==> src/rtl/exe_stage.sv <==
// Execute stage of the 5-stage in-order core.
// Holds one decoded bundle, evaluates the one-hot ALU, issues the data-SRAM
// request for loads/stores, and drives the forward/stall bus back to decode.
module exe_stage (
  input  logic         clk,
  input  logic         reset,
  input  logic         ms_allowin,
  output logic         es_allowin,
  input  logic         ds_to_es_valid,
  input  logic [150:0] ds_to_es_bus,
  output logic         es_to_ms_valid,
  output logic [70:0]  es_to_ms_bus,
  output logic         es_to_ds_valid,
  output logic [38:0]  es_to_ds_forward_bus,
  output logic         data_sram_en,
  output logic [3:0]   data_sram_we,
  output logic [31:0]  data_sram_addr,
  output logic [31:0]  data_sram_wdata
);

  logic         es_valid_q, es_valid_d;
  logic [150:0] es_bus_q, es_bus_d;

  // single-cycle stage: always ready to hand over once memory accepts
  logic es_ready_go;
  assign es_ready_go = 1'b1;

  // decoded bundle fields
  logic [11:0] alu_op;
  logic        load_op, src1_is_pc, src2_is_imm, src2_is_4, gr_we, store_op;
  logic [4:0]  dest;
  logic [31:0] imm, rj_value, rkd_value, pc;

  assign {alu_op, load_op, src1_is_pc, src2_is_imm, src2_is_4, gr_we, store_op,
          dest, imm, rj_value, rkd_value, pc} = es_bus_q;

  // src2_is_4 only documents decode's choice; imm already carries the 4
  logic unused_src2_is_4;
  assign unused_src2_is_4 = src2_is_4;

  logic [31:0] src1, src2;
  assign src1 = src1_is_pc  ? pc  : rj_value;
  assign src2 = src2_is_imm ? imm : rkd_value;

  // handshake
  assign es_allowin     = !es_valid_q || (es_ready_go && ms_allowin);
  assign es_to_ms_valid = es_valid_q && es_ready_go;
  assign es_to_ds_valid = es_valid_q;

  // next-state for the valid flag and bundle register
  always_comb begin
    es_valid_d = es_valid_q;
    es_bus_d   = es_bus_q;
    if (es_allowin) begin
      es_valid_d = ds_to_es_valid;
    end
    if (ds_to_es_valid && es_allowin) begin
      es_bus_d = ds_to_es_bus;
    end
  end

  // stage registers with synchronous reset
  always_ff @(posedge clk) begin
    if (reset) begin
      es_valid_q <= 1'b0;
      es_bus_q   <= '0;
    end else begin
      es_valid_q <= es_valid_d;
      es_bus_q   <= es_bus_d;
    end
  end

  // per-op results; selected below by OR under one-hot masks
  logic [31:0] add_r, sub_r, slt_r, sltu_r, and_r, nor_r, or_r, xor_r;
  logic [31:0] sll_r, srl_r, sra_r, lui_r;
  logic [4:0]  sa;

  assign sa     = src2[4:0];
  assign add_r  = src1 + src2;
  assign sub_r  = src1 - src2;
  assign slt_r  = {31'd0, $signed(src1) < $signed(src2)};
  assign sltu_r = {31'd0, src1 < src2};
  assign and_r  = src1 & src2;
  assign nor_r  = ~(src1 | src2);
  assign or_r   = src1 | src2;
  assign xor_r  = src1 ^ src2;
  assign sll_r  = src1 << sa;
  assign srl_r  = src1 >> sa;
  assign sra_r  = $unsigned($signed(src1) >>> sa);
  assign lui_r  = src2;

  logic [31:0] alu_result;

  // one-hot result mux, no priority between op bits
  always_comb begin
    alu_result = ({32{alu_op[0]}}  & add_r)
               | ({32{alu_op[1]}}  & sub_r)
               | ({32{alu_op[2]}}  & slt_r)
               | ({32{alu_op[3]}}  & sltu_r)
               | ({32{alu_op[4]}}  & and_r)
               | ({32{alu_op[5]}}  & nor_r)
               | ({32{alu_op[6]}}  & or_r)
               | ({32{alu_op[7]}}  & xor_r)
               | ({32{alu_op[8]}}  & sll_r)
               | ({32{alu_op[9]}}  & srl_r)
               | ({32{alu_op[10]}} & sra_r)
               | ({32{alu_op[11]}} & lui_r);
  end

  // memory request fires only in the cycle the bundle advances
  assign data_sram_en    = es_valid_q && (load_op || store_op) && ms_allowin;
  assign data_sram_we    = (es_valid_q && store_op && ms_allowin) ? 4'hf : 4'h0;
  assign data_sram_addr  = alu_result;
  assign data_sram_wdata = rkd_value;

  assign es_to_ms_bus = {load_op, gr_we, dest, alu_result, pc};

  // forwarding: r0 writes are never forwarded; loads force decode to wait
  logic fwd_hit;
  assign fwd_hit = es_valid_q && gr_we && (dest != 5'd0);

  assign es_to_ds_forward_bus = {fwd_hit && load_op,
                                 fwd_hit,
                                 fwd_hit ? dest : 5'd0,
                                 fwd_hit ? alu_result : 32'd0};

endmodule

==> config.mk <==
export PLATFORM = sky130hd
export DESIGN_NAME = exe_stage
export DESIGN_NICKNAME = d
export VERILOG_FILES = /design/src/rtl/exe_stage.sv
export SDC_FILE = /design/constraint.sdc
export NUM_CORES = 1
export LEC_CHECK = 0
export BUFFER_PORTS_ARGS = -buffer_cell sky130_fd_sc_hd__buf_2
export CAP_MARGIN = 0
export CELL_PAD_IN_SITES_DETAIL_PLACEMENT = 0
export CELL_PAD_IN_SITES_GLOBAL_PLACEMENT = 1
export CORE_ASPECT_RATIO = 1.2
export CORE_UTILIZATION = 25
export CTS_BUF_LIST = sky130_fd_sc_hd__clkbuf_2 sky130_fd_sc_hd__clkbuf_4 sky130_fd_sc_hd__clkbuf_8
export CTS_CLUSTER_SIZE = 10
export DETAILED_ROUTE_END_ITERATION = 10
export MAX_ROUTING_LAYER = met4
export PLACE_DENSITY_LB_ADDON = 0.1
export SLEW_MARGIN = 30
export SYNTH_ARGS = -nofsm -noshare
export SYNTH_HDL_FRONTEND = slang
export SYNTH_SLANG_ARGS = --single-unit
==> constraint.sdc <==
create_clock -name clk -period 6.25 [get_ports clk]
set_clock_uncertainty 0.1 [all_clocks]
set_input_delay 1.5625 -clock clk [delete_from_list [all_inputs] [get_ports clk]]
set_output_delay 1.5625 -clock clk [all_outputs]
set_load 0.005 [all_outputs]
==> results of run 1 <==
==> power by group <==
group          total, mW  internal, mW  leakage (nW)  switching [mW]
Clock              0.835         0.427         0.222           0.408
Combinational       2.09         0.825          7.75            1.27
Sequential          1.09          1.02          1.25          0.0704
==> layout make-up <==
cell class	instances	area [um2]
clock buffer	21	277
clock inverter	11	145
sequential	151	3030
antenna	2	5.00
tap	840	1050
inverter	103	389
timing repair buffer	579	3620
fill	7373	45400
multi-input combinational	1790	11800
==> cell families after synthesis <==
| logic type | Yosys count |
|---|---|
| AO/OA/AOI/OAI | 640 |
| XOR/XNOR | 47 |
| adder cells (fa/ha/maj) | 99 |
| buffers and inverters | 385 |
| flip-flops | 151 |
| multiplexers | 216 |
| AND/OR/NAND/NOR | 788 |
==> cells in the mapped netlist, types with 7 or more instances <==
master and n:
a311oi_1 7, a31oi_1 28, a221o_1 9, nor2_1 106
clkbuf_1 133, o2111ai_1 16, nor2b_1 15, o211ai_1 20
a21oi_1 266, nand3_1 52, buf_1 16, mux2i_2 21
nand4_1 34, a22oi_1 43, mux2i_1 142, and3_1 14
and2_1 26, dfxtp_1 151, o221ai_1 8, o31ai_1 15
inv_1 98, o22ai_1 19, nor4_1 14, a221oi_1 21
ha_1 97, buf_6 8, mux4_2 7, xnor2_1 43
nand2_1 476, a21o_1 8, buf_2 13, a22o_1 10
nor3_1 21, buf_4 110, mux2_2 42, o21ai_0 77
a211oi_1 22
==> worst max path at each step <==
stage                                    end  slack [ns]  cells past startpoint
floorplan           es_to_ds_forward_bus[26]        0.49                     15
global placement    es_to_ds_forward_bus[14]        0.16                     14
detailed placement  es_to_ds_forward_bus[14]        0.18                     14
CTS                 es_to_ds_forward_bus[28]      0.0005                     17
global route              data_sram_addr[18]       0.001                     18
finish              es_to_ds_forward_bus[28]        0.14                     13
==> cell usage in the layout, fill, tap and decap left out, types with 9 or more instances in the layout <==
master     synthesis  routed
a221o_1            9       9
ha_1              97      90
a22o_1            10      10
buf_2             13     334
nand2_1          476     475
nand3_1           52      51
a211oi_1          22      21
a31oi_1           28      28
a221oi_1          21      21
o21ai_0           77      75
xnor2_1           43      43
inv_1             98      97
nor4_1            14      12
mux2i_2           21      20
mux2i_4            4       9
o22ai_1           19      19
nor3_1            21      21
clkbuf_8           0      19
mux2_2            42      41
nor2b_1           15      15
and2_1            26      25
nand4_1           34      34
a21oi_1          266     262
o2111ai_1         16      16
a22oi_1           43      43
buf_4            110     235
o31ai_1           15      14
mux2i_1          142     138
o211ai_1          20      20
dfxtp_1          151     147
and3_1            14      14
nor2_1           106     106
==> through the flow <==
stage / cells / hold WS (ns) / instance area [um2] / util [%] / total power [mW]
global placement: 3456 / 0.341 / 19700 / 29.9 / 3.15
detailed placement: 3456 / 0.345 / 19700 / 29.9 / 3.15
finish: 3497 / 0.358 / 20300 / 30.9 / 4.02
floorplan: 2326 / 0.333 / 16600 / - / 2.26
CTS: 3495 / 0.359 / 20200 / 30.7 / 4.01
global route: 3497 / 0.375 / 20300 / 30.9 / 4.23
==> metal layers <==
layer,GRT usage (%),vias up
met4,9.23,0
met3,2.31,116
met5,-,-
met1,35.2,9299
met2,46.0,660
li1,-,8785
==> registers in the layout, indices dropped and copies added (netlist names) <==
signal and flops:
es_bus_q 150, es_to_ds_valid 1
==> timing repair <==
action / 4_1_cts / 5_1_grt
endpoints found under the setup margin: 30 / 26
pin swaps: 7 / 3
buffers inserted: 7 / 0
gates resized for setup: 16 / 23
==> worst max-delay path: stages, from the launching register on <==
cell	delay [ns]
dfxtp_4	0.40
mux2i_4	0.24
inv_4	0.12
buf_4	0.15
buf_4	0.59
mux2i_1	0.57
mux2i_1	0.14
mux2i_1	0.41
a211oi_1	0.23
nor4_1	0.39
buf_4	0.19
nand4b_1	0.17
and2_1	0.20
buf_2	0.12
==> impl_metrics.toml, run 1 <==
[cts]
cts-root-buf = "clkbuf_8"
clk-insertion-delay-late_ns = 0.47
cts_tree = "built"
path_clk_slew_ns = 0.08
clk_path_buf_depth = 2
cts_buffers = 17
ctsHoldBuffers = 0
h-tree-depth = 4
clkSinkCount = 151

[sta]
max_freq_mhz = 164
fin_setup_tns_ns = 0
period_minus_slack_ns = 6.11
finalMaxSlewViolations = 0
worst_pin_slew_ns = 0.988
worst_slack_ns = 0.137
rsz0062_at_grt = "no"
slew_headroom_pct = 34.1
hold_viol = 0
setup_viol = 0
period_share_pct = 97.8

[finish]
drive_gt1_share_pct = 27.7
fin_nets = 2896
area_growth_syn_to_layout_pct = 22.6

[min_path]
holdPathStages = 2
hp-start = "es_bus_q[87]"
hp-class = "reg -> reg"
holdPathEnd = "es_bus_q[87]"

[place]
place_worst_setup_slack_ns = 0.180
portBuffers = 335
hpwl_um = 75500
gp_congestion = 0.985

[route]
dr.pass1.iters = 5
routed.top_layer = "met4"
met1_length_um = 41300
avgRoutedWirePerCell_um = 26.8
vias = 18900
ant_nets = 0
route.met2.wl_um = 45000
drtIter0Drc = 1425
drt_drc_violations_left = 0
routed_wl_um = 93600
dr_wl_met3_um = 3960
via_per_inst = 5.39

[grt]
grt_remaining_overflow = 0
grt_start_max_net_pins = 64
grt_pass1_wl_um = 133000
antenna_found_initial = 3
grt_pass1_vias = 18400
grt_use_total_pct = 27.7

[floorplan]
die_w_um = 237
dieArea_um2 = 67300
die_y_um = 284
rows = 103
pin_count = 337
core_area_um2 = 65700
start_util_pct = 25.2

[pwr]
p_per_area_nw_per_um2 = 198
leakage_nw = 9.22
peakVddDrop_mv = 0.136

[worst_setup_path]
crit_fanout = 39
r2r_end = "es_bus_q[150]"
critPathCaptureType = "output pin"
crit_type = "reg -> out"
critPathLaunch = "es_bus_q[136]"
ff2ff_path_depth = 5
r2r_slack_ns = 3.85
r2r_start = "es_to_ds_valid"
startpoint_type = "register"
cp.arrival_ns = 4.45
cp.required_ns = 4.59

[synth]
synth_cells = 2326
synth.top_cells.by_area = "dfxtp_1 18%, nand2_1 11%, mux2i_1 8.6%"
syn_area_um2 = 16600
yosys-mux-area-fraction_pct = 14.7
postSynth.asyncResetShare_pct = 0
synth_edf_count = 0
avgSynthCellArea_um2 = 7.13
synth-main-ff-cell = "dfxtp_1"
synth_cell_types = 82
synth_compound_area_share_pct = 24.6
yosys.area.top_type_share_pct = 18.2
synth_fp_nets = 2580
synthSimpleGateAreaFrac_pct = 20.6
synth_top_family_by_area = "compound AO/OA/AOI/OAI gates"
ys_warn_count = 0
synthAdderAreaFrac_pct = 7.56
synth_xor_xnor_area_share_pct = 2.48
synth_top_cell_by_area = "dfxtp_1"
yosysSeqAreaShare_pct = 18.2
ys_seq_elements = 151

[job]
maxCapViolCount = 0

[outcome]
outcome = "finished, final reports clean"
(Power assumes the default switching activity.)
==> run 2: changes to the inputs <==
CORE_MARGIN = 2   (was unset)
==> impl_metrics.toml, run 2 (same netlist as run 1, synthesis figures left out) <==
[floorplan]
start_util_pct = 25.2
pin_count = 337
die_y_um = 286
die_w_um = 239
dieArea_um2 = 68400
core_area_um2 = 65700
rows = 103

[sta]
setup_viol = 0
slew_headroom_pct = 35.8
hold_viol = 0
worst_slack_ns = 0.0359
worst_pin_slew_ns = 0.963
period_share_pct = 99.4
finalMaxSlewViolations = 0
period_minus_slack_ns = 6.21
rsz0062_at_grt = "yes"
max_freq_mhz = 161
fin_setup_tns_ns = 0

[cts]
path_clk_slew_ns = 0.09
cts_tree = "built"
cts-root-buf = "clkbuf_8"
clk_path_buf_depth = 2
clkSinkCount = 151
cts_buffers = 17
clk-insertion-delay-late_ns = 0.48
h-tree-depth = 4

[pwr]
peakVddDrop_mv = 0.182
leakage_nw = 9.28
p_seq_share_pct = 27.3
power_frac_clock_pct = 19.7
p_per_area_nw_per_um2 = 196
switching_share_pct = 45.7
internal_power_mw = 2.17
comb_power_share_pct = 53.0
power.switching_mw = 1.83
p_total_mw = 4.00

[grt]
antenna_found_initial = 2
grt_start_max_net_pins = 84
grt_pass1_wl_um = 135000
grt_pass1_vias = 18700
grt_use_total_pct = 27.9
grt_remaining_overflow = 0

[finish]
drive_gt1_share_pct = 28.1
regMostFlops = "es_bus_q"
layout_common_cells = "475 x nand2_1, 334 x buf_2, 261 x a21oi_1"
largest_register_ffs = 150
fill_cells = 7352
fin_nets = 2917
area_growth_syn_to_layout_pct = 23.1
layout_commonest_cell = "nand2_1"
finish.utilization_pct = 31.0

[worst_setup_path]
cp.arrival_ns = 4.55
critPathCaptureType = "output pin"
cp.required_ns = 4.59
startpoint_type = "register"
crit_type = "reg -> out"
crit_fanout = 5

[route]
ant_nets = 0
avgRoutedWirePerCell_um = 27.2
vias = 19000
met1_length_um = 40300
routed_wl_um = 95600
dr_wl_met3_um = 5590
route.met2.wl_um = 45200
drt_drc_violations_left = 0
drtIter0Drc = 1739
dr.pass1.iters = 6
routed.top_layer = "met4"
via_per_inst = 5.41

[job]
maxCapViolCount = 0

[place]
place_worst_setup_slack_ns = 0.309
hpwl_um = 76300
gp_congestion = 0.988
portBuffers = 335

[min_path]
hp-class = "reg -> reg"

[outcome]
outcome = "finished, final reports clean"
==> run 2: cell count changes in the layout (fill, tap and decap cells not counted), moves of 3 or more <==
| cell | before | now |
|---|---|---|
| buf_4 | 235 | 256 |
| ha_1 | 90 | 95 |
| inv_8 | 0 | 5 |
| ha_4 | 3 | 0 |
| mux2i_2 | 20 | 17 |
| mux2i_4 | 9 | 12 |
==> run 2: what timing repair did <==
item / 4_1_cts / 5_1_grt
gates resized for setup: 7 / 23
hold buffers: 0 / 0
setup endpoints to repair: 25 / 36
cloned: 0 / 0
pin swaps: 1 / 7
buffers inserted: 0 / 7
==> run 2: final timing paths <==
kind         depth (start not counted)  slack [ns]            endpoint      startpoint
max                                 16        0.04  data_sram_addr[28]   es_bus_q[136]
min reg2reg                          2        0.36       es_bus_q[101]   es_bus_q[101]
min                                  2        0.36       es_bus_q[101]   es_bus_q[101]
max reg2reg                          5        3.78        es_bus_q[66]  es_to_ds_valid
==> run 2: power by group through the flow <==
stage	Sequential, mW	Combinational [mW]	Clock (mW)
floorplan	1.07	1.18	0
global placement	1.12	2.07	0
detailed placement	1.12	2.06	0
CTS	1.10	2.07	0.820
global route	1.10	2.26	0.860
finish	1.09	2.12	0.788
==> run 2: cell type report <==
class                      count  area [um2]  area share [%]
tap                          840        1050            5.15
sequential                   151        3030            14.9
timing repair buffer         600        3760            18.4
clock inverter                15         155           0.760
multi-input combinational   1790       11800            57.7
clock buffer                  17         234            1.15
inverter                     103         389            1.91
antenna                        2        5.00          0.0245
==> run 2: critical path, cell delays in order (launching register included) <==
cell	delay, ns
dfxtp_4	0.43
mux2i_4	0.33
inv_4	0.07
ha_2	0.22
fa_2	0.39
a21oi_4	0.20
o211ai_1	0.20
a2111oi_2	0.47
buf_4	0.20
o31ai_1	0.09
buf_4	0.19
nor4b_1	0.15
o41ai_1	0.38
buf_4	0.18
nand4b_1	0.23
buf_4	0.23
buf_2	0.12
==> run 2: per-stage QoR <==
step                cell area (um2)  hold WS, ns  instances
global route                  20400        0.377       3518
finish                        20400        0.357       3518
detailed placement            19800        0.343       3477
global placement              19800        0.341       3477
floorplan                     16600        0.333       2326
CTS                           20200        0.357       3509
==> run 2: routing by layer <==
layer | up-vias | GRT usage [%]
met5 | - | -
met4 | 0 | 12.2
met3 | 166 | 3.63
met2 | 788 | 45.6
met1 | 9250 | 34.4
li1 | 8841 | -
==> run 3: changes to the inputs <==
ABC_AREA = 1   (was unset)
==> impl_metrics.toml, run 3 <==
[outcome]
outcome = "finished, final reports clean"

[floorplan]
rows = 105
dieArea_um2 = 70500
die_y_um = 290
die_w_um = 243
start_util_pct = 25.1
pin_count = 337
core_area_um2 = 68100

[synth]
synth_fp_nets = 3299
synth_edf_count = 0
ys_seq_elements = 151
synth_cells = 3045
syn_area_um2 = 17100
synth_top_cell_by_area = "nand2_1"
postSynth.asyncResetShare_pct = 0
yosys.area.top_type_share_pct = 22.8
synthMostInstantiatedCell = "nand2_1"
avgSynthCellArea_um2 = 5.62
synth.top_cells.by_area = "nand2_1 23%, dfxtp_1 18%, nand3_1 12%"
ys_warn_count = 0
yosys-top-cells-count = "1040 x nand2_1, 401 x nand3_1, 259 x nor2_1"
yosysSeqAreaShare_pct = 17.7
synth_cell_types = 51
synth-main-ff-cell = "dfxtp_1"

[pwr]
p_total_mw = 4.33
leakage_nw = 9.71
p_per_area_nw_per_um2 = 222
peakVddDrop_mv = 0.124

[min_path]
hp-class = "reg -> reg"
hp-start = "es_bus_q[120]"
holdPathEnd = "es_bus_q[120]"
holdPathStages = 2

[route]
via_per_inst = 5.14
dr.pass1.iters = 6
vias = 21400
drtIter0Drc = 1983
drt_drc_violations_left = 0
ant_nets = 0
routed_wl_um = 102000
avgRoutedWirePerCell_um = 24.6

[cts]
clk-insertion-delay-late_ns = 0.46
clkSinkCount = 151
h-tree-depth = 4
clk_path_buf_depth = 2
cts_buffers = 17
cts_tree = "built"
path_clk_slew_ns = 0.09
cts-root-buf = "clkbuf_8"

[sta]
max_freq_mhz = 166
worst_pin_slew_ns = 1.01
period_share_pct = 96.3
slew_headroom_pct = 32.0
hold_viol = 0
finalMaxSlewViolations = 0
setup_viol = 0
period_minus_slack_ns = 6.02
worst_slack_ns = 0.230
fin_setup_tns_ns = 0

[finish]
final_design_area_no_fill_um2 = 19500
regMostFlops = "es_bus_q"
drive_gt1_share_pct = 16.7
fin_nets = 3484
fill_cells = 8084
instances_no_fill = 4163
layout_common_cells = "1037 x nand2_1, 400 x nand3_1, 334 x buf_2"
layout_commonest_cell = "nand2_1"
largest_register_ffs = 150
area_growth_syn_to_layout_pct = 14.2

[worst_setup_path]
critPathCaptureType = "output pin"
cp.required_ns = 4.59
cp.arrival_ns = 4.36
r2r_end = "es_bus_q[52]"
r2r_start = "es_to_ds_valid"
ff2ff_path_depth = 6
r2r_slack_ns = 3.72
crit_fanout = 28
critPathLaunch = "es_bus_q[136]"
crit_type = "reg -> out"
startpoint_type = "register"

[grt]
grt_pass1_vias = 20800
antenna_found_initial = 12
grt_start_max_net_pins = 99
grt_pass1_wl_um = 145000
grt_remaining_overflow = 0
grt_use_total_pct = 28.9

[place]
place_worst_setup_slack_ns = 0.590
hpwl_um = 83300
portBuffers = 335
placed_cell_area_um2 = 19100
gp_congestion = 0.982
dp_cells = 4120

[job]
maxCapViolCount = 0
## run 3: changes by cell type after synthesis, moves of 26 or more
cell | before | now
buf_2 | 13 | 49
a31oi_1 | 28 | 2
mux2i_1 | 142 | 0
nand2_1 | 476 | 1040
a22oi_1 | 43 | 1
inv_1 | 98 | 237
nand3_1 | 52 | 401
xnor2_1 | 43 | 0
nor2_1 | 106 | 259
mux2_2 | 42 | 0
clkbuf_1 | 133 | 75
## run 3: worst max-delay path, cell delays in order (launching register included)
cell and delay, ns:
dfxtp_1 0.39, buf_12 0.20, o21ai_0 0.81, ha_1 0.39, inv_1 0.25, nand2_1 0.16, nor2_1 0.31, and2_1 0.23
nand3_1 0.11, nand2_1 0.08, nand2_1 0.05, nand3_1 0.07, nand2_1 0.17, nor2_1 0.25, buf_4 0.22, nor2_1 0.05
buf_2 0.14
## run 3: through the flow
step / hold WS (ns) / utilization [%]
after floorplan: 0.339 / -
after global placement: 0.348 / 28.0
after detailed placement: 0.351 / 28.0
after CTS: 0.365 / 28.6
after global routing: 0.384 / 28.7
final: 0.363 / 28.7
## run 3: power by group
group | leakage [nW] | internal (mW) | switching, mW
clock | 0.191 | 0.325 | 0.424
combinational | 8.27 | 0.737 | 1.75
sequential | 1.25 | 1.02 | 0.0705
total | 9.71 | 2.08 | 2.24
## run 3: worst max-delay path by stage
stage	end	slack [ns]
3_3_place_gp	es_to_ds_forward_bus[31]	0.47
5_1_grt	es_to_ds_forward_bus[31]	-0.01
3_5_place_dp	data_sram_addr[14]	0.59
4_1_cts	data_sram_addr[9]	0.02
2_1_floorplan	es_to_ms_bus[63]	1.70
6_report	es_to_ds_forward_bus[31]	0.23
## run 3: cells by family (layout without fill, tap and decap cells)
group	after synthesis	after routing	synth area share [%]
flops	151	151	17.7
fa+ha+maj	99	99	7.33
compound gates	473	473	15.8
xor+xnor	1	1	0.0512
other cells	0	11	0
buf+inv	519	717	15.0
simple gates	1802	1802	44.1
## run 3: cell type report
class	count	area (um2)	share of cell area, %
clock buffer	17	234	1.20
tap	909	1140	5.82
inverter	255	970	4.97
antenna	11	27.5	0.141
multi-input combinational	2375	11600	59.3
timing repair buffer	430	2400	12.3
clock inverter	15	144	0.737
sequential	151	3030	15.5
## run 3: metal layers
metal  wire length, um  track usage [%]
met5                 0                -
met4              6800             16.5
met3              6590             3.49
met2             46200             45.2
met1             42700             35.8
## run 3: repair_timing
action / CTS / global route
endpoints found under the setup margin: 0 / 48
gates resized for setup: 0 / 24
hold buffers: 0 / 0
setup buffers: 0 / 0
